**config.mk**
```make
export PLATFORM = sky130hd
export DESIGN_NAME = seq_detect_param
export DESIGN_NICKNAME = d
export VERILOG_FILES = /design/src/rtl/seq_det_pkg.sv /design/src/rtl/seq_det_sat_cnt.sv /design/src/rtl/seq_detect_param.sv
export SDC_FILE = /design/constraint.sdc
export NUM_CORES = 1
export LEC_CHECK = 0
export CORE_MARGIN = 3
export CORE_UTILIZATION = 35
export DETAILED_ROUTE_END_ITERATION = 8
export GPL_ROUTABILITY_DRIVEN = 1
export PLACE_DENSITY = 0.57
export SETUP_SLACK_MARGIN = 0.3
export SYNTH_ARGS = -nofsm -noshare
export SYNTH_HDL_FRONTEND = slang
export SYNTH_SLANG_ARGS = --single-unit
```
**constraint.sdc**
```tcl
create_clock -name clk -period 2.4 [get_ports clk]
set_input_delay 0.24 -clock clk [delete_from_list [all_inputs] [get_ports clk]]
set_output_delay 0.24 -clock clk [all_outputs]
set_load 0.01 [all_outputs]
```
**src/rtl/seq_det_pkg.sv**
```systemverilog
// Shared state type and width helper for the parametrised serial pattern detector.
package seq_det_pkg;

    typedef enum logic [1:0] {
        S_IDLE  = 2'd0,
        S_FILL  = 2'd1,
        S_ARMED = 2'd2
    } state_t;

    function automatic int unsigned clog2(input int unsigned v);
        int unsigned r;
        r = 0;
        for (int unsigned i = 0; i < 32; i++) begin
            if ((32'd1 << i) < v) r = i + 1;
        end
        return r;
    endfunction

endpackage

```
**src/rtl/seq_det_sat_cnt.sv**
```systemverilog
// Saturating up-counter with synchronous reset and clear; clear wins over increment.
module seq_det_sat_cnt #(
    parameter int unsigned W = 8
) (
    input  logic         clk,
    input  logic         reset,
    input  logic         clr,
    input  logic         inc,
    output logic [W-1:0] q
);

    always_ff @(posedge clk) begin
        if (reset) begin
            q <= '0;
        end else if (clr) begin
            q <= '0;
        end else if (inc && (q != '1)) begin
            q <= q + W'(1);
        end
    end

endmodule

```
**src/rtl/seq_detect_param.sv**
```systemverilog
// Parametrised Mealy serial pattern detector with runtime pattern/overlap config.
// Optional per-bit don't-care mask enabled by defining SEQ_DET_MASK_EN.
module seq_detect_param
    import seq_det_pkg::*;
#(
    parameter int unsigned  N       = 4,
    parameter int unsigned  CNT_W   = 8,
    parameter logic [N-1:0] PAT_RST = 4'b1011
) (
    input  logic             clk,
    input  logic             reset,
    input  logic             cfg_ld,
    input  logic [N-1:0]     cfg_pattern,
    input  logic             cfg_overlap,
`ifdef SEQ_DET_MASK_EN
    input  logic [N-1:0]     cfg_mask,
`endif
    input  logic             x,
    input  logic             x_vld,
    input  logic             cnt_clr,
    output logic             z,
    output logic [CNT_W-1:0] match_cnt,
    output logic             armed
);

    localparam int unsigned    FW       = clog2(N);
    localparam logic [FW-1:0]  FILL_MAX = FW'(N - 1);

    state_t          state_q, state_d;
    logic [FW-1:0]   fill_q, fill_d;
    logic [N-2:0]    window_q, window_d;
    logic [N-1:0]    pat_q;
    logic            ov_q;
    logic [N-1:0]    mask_q;
    logic [N-1:0]    cand;
    logic            hit;

`ifdef SEQ_DET_MASK_EN
    always_ff @(posedge clk) begin
        if (reset) begin
            mask_q <= '1;
        end else if (cfg_ld) begin
            mask_q <= cfg_mask;
        end
    end
`else
    assign mask_q = '1;
`endif

    always_ff @(posedge clk) begin
        if (reset) begin
            pat_q <= PAT_RST;
            ov_q  <= 1'b1;
        end else if (cfg_ld) begin
            pat_q <= cfg_pattern;
            ov_q  <= cfg_overlap;
        end
    end

    always_ff @(posedge clk) begin
        if (reset) begin
            state_q  <= S_IDLE;
            fill_q   <= '0;
            window_q <= '0;
            armed    <= 1'b0;
        end else begin
            state_q  <= state_d;
            fill_q   <= fill_d;
            window_q <= window_d;
            armed    <= (state_d == S_ARMED);
        end
    end

    always_comb begin
        cand     = {window_q, x};
        hit      = ((cand ^ pat_q) & mask_q) == '0;
        z        = x_vld & (state_q == S_ARMED) & hit & ~cfg_ld & ~reset;
        state_d  = state_q;
        fill_d   = fill_q;
        window_d = window_q;
        if (cfg_ld) begin
            state_d  = S_IDLE;
            fill_d   = '0;
            window_d = '0;
        end else if (x_vld) begin
            // slice of {window,x} keeps the shift legal for N == 2
            window_d = cand[N-2:0];
            if (z && !ov_q) begin
                fill_d  = '0;
                state_d = S_IDLE;
            end else begin
                if (fill_q != FILL_MAX) fill_d = fill_q + FW'(1);
                state_d = (fill_d == FILL_MAX) ? S_ARMED : S_FILL;
            end
        end
    end

    seq_det_sat_cnt #(
        .W(CNT_W)
    ) u_cnt (
        .clk   (clk),
        .reset (reset),
        .clr   (cnt_clr),
        .inc   (z),
        .q     (match_cnt)
    );

endmodule

```
==> metrics.csv <==
metric;value;unit
run status;complete, no violations;
final count of pins violating max slew;0;
WL per Instance;11.9;um
setup violators final;0;
maximum count of clock buffers along a single path;2;
antenna violations before repair;0;
core area;2520;um^2
number of global-route vias before repair;743;
CP max-delay cell;or3_1;
highest clock frequency the design can meet;527;MHz
measured slew at the worst slew-check pin;0.346;ns
clock skew;0.00877;ns
net count of the finished layout;141;
setup repair after global routing missed its margin;false;
count of cells along the worst register-to-register path;7;
hold buffers post-CTS;0;
post-synthesis instance total;105;
number of antenna cells inserted;0;
power density over the cells;484;nW/um^2
required time of the worst setup path;2.59;ns
peak fanout along the critical path;8;
global placement routability congestion;0.719;
DRT iter0 DRCs;25;
static power due to leakage;0.455;nW
DRC viols;0;
sum of overflow across all layers after global routing;0;
detailed-routing iteration count for the pre-antenna-repair pass;6;
remaining max-slew budget at the tightest pin;0.770;
DP HPWL;1410;um
category of the worst setup path capture point;register;
clock-pin slew on the worst setup and hold paths;0.12;ns
number of filler cells placed in the layout;242;
Tot Pwr;583;uW
post-detailed-routing wire length;1880;um
final critical delay including setup and external delays;1.90;ns
cell area reported after detailed placement;1170;um^2
number of nets produced by synthesis;117;
Hold Fails Final Rpt;0;
Post-Layout Inst Area;1200;um^2
Post-Synthesis Cell Area;950;um^2
count of cells resized by post-cts repair;3;
share of the cycle needed by the critical path after routing;0.790;
Area growth syn-to-layout;26.7;%
wire length of the first global-routing pass;3070;um
clock latency at the later pin of the worst-skew pair;0.30;ns
Peak supply drop;282;uV
number of ports placed on the die boundary;21;
largest net degree at the start of global routing;12;
total negative slack for setup checks;0;ns
initial cell density of the core;0.376;
Maximum Capacitance Violations;0;
nature of the critical path startpoint;register;
most common library cell in the layout ignoring fill and taps;dfxtp_1;
total number of H-tree levels;1;
clock tree from TritonCTS;built;
total of warnings raised by yosys;0;
Post-CTS Setup Inserts;0;
die outline area;3370;um^2
clock tree root driver cell;clkbuf_4;
Port Buf Inserts;20;
average vias per placed instance;5.01;
number of rows created at floorplan;18;
Crit path largest cell delay;0.43;ns
DRT antenna net count;0;
highest-count cells in the layout ignoring fill and taps;20 x dfxtp_1, 19 x clkdlybuf4s50_1, 11 x nand2_1, 10 x nor2_1;
GRT Resource Usage Total;0.118;
mean post-synth cell area;9.04;um^2
class of the tightest hold or removal check;reg -> reg;
Sinks on Clock Net;21;
DR vias;791;
sequential area share after synthesis;0.443;
fraction of final layout cells sized beyond drive strength 1;0.117;
number of register bits inferred by synthesis;21;
Die Span X;58.1;um
Die Ht;58.1;um
class of the most critical setup path;reg -> reg;
total CTS buffers;3;
arrival time of the worst setup path;2.09;ns
sequence of cells on the critical path;ha_1 > nand3_1 > or3_1 > nand4_2 > buf_4 > mux2i_1 > nor2_1;
count of cell types in the netlist;31;
worst hold path depth;2;
-- cell families (layout without fill, tap and decap cells) --
logic type                 after synthesis  count (layout)  synth area share
muxes                                    6               6            0.0632
adders and majority gates                1               1            0.0132
AOI/OAI and AO/OA                       22              22             0.163
and+or+nand+nor                         39              39             0.213
xor gates and xnor gates                 3               3            0.0277
buffers and inverters                   13              36            0.0764
DFF                                     21              21             0.443
-- worst paths after layout --
check                           startpoint          to  slack [ns]
worst max-delay path            u_cnt.q[0]  u_cnt.q[1]        0.50
worst min-delay path            state_q[0]  state_q[0]        0.50
worst max register to register  u_cnt.q[0]  u_cnt.q[1]        0.50
worst min register to register  state_q[0]  state_q[0]        0.50
-- worst max-delay path: cells and delay by family, from the launching register on --
kind / cells / cell delay [ns]
simple gates: 4 / 0.81
fa+ha+maj: 1 / 0.19
buf+inv: 1 / 0.19
flops: 1 / 0.42
mux: 1 / 0.18
-- area by class of cell --
type                       instances  area [um^2]  area share
inverter                           8         30.0      0.0249
timing repair buffer              24          229       0.190
clock buffer                       4         26.3      0.0218
sequential                        21          422       0.350
tap                               30         37.5      0.0312
multi-input combinational         71          459       0.381
-- metal layers --
metal,routed length [um],up-vias,part of all wire,track usage
li1,-,412,-,-
met1,905,354,0.48,0.148
met2,837,23,0.45,0.185
met3,116,2,0.062,0.0490
met4,15,0,0.0080,0.0298
met5,0,-,0,0
-- sequential cells by signal (all words and copies together) (netlist names) --
signal,count
pat_q,4
armed,1
u_cnt.q,8
state_q,2
window_q,3
ov_q,1
fill_q,2
-- synth_stat cells --
master	n	area, um^2
dfxtp_1	21	420
nand2_1	11	41.3
nor2_1	10	37.5
a21oi_1	8	40.0
inv_1	8	30.0
mux2i_1	6	60.1
o21ai_0	5	25.0
or3_1	4	25.0
buf_6	3	33.8
o211ai_1	3	22.5
xor2_1	3	26.3
nand3_1	2	10.0
o31ai_1	2	15.0
or4_1	2	15.0
a21o_2	1	8.76
a221oi_1	1	8.76
a221oi_4	1	26.3
and3_2	1	7.51
and4_1	1	8.76
buf_1	1	3.75
buf_2	1	5.00
ha_1	1	12.5
nand3b_1	1	7.51
nand4_1	1	6.26
nand4_2	1	12.5
nor2b_1	1	6.26
nor3_1	1	5.00
o32ai_1	1	8.76
or2_1	1	6.26
or2_2	1	6.26
or3_2	1	7.51
-- where the power goes --
group | internal [mW] | switching (mW)
sequential | 0.357 | 0.00566
combinational | 0.0307 | 0.0244
clock | 0.0646 | 0.101
total | 0.452 | 0.131
-- per-stage QoR --
stage	std cells	hold WS, ns	worst slack (ns)	utilization
2_1_floorplan	105	0.312	0.663	-
3_3_place_gp	154	0.475	0.240	0.466
3_5_place_dp	154	0.480	0.220	0.466
4_1_cts	158	0.497	0.480	0.477
5_1_grt	158	0.508	0.346	0.477
6_report	158	0.500	0.503	0.477
(Power assumes the default switching activity.)
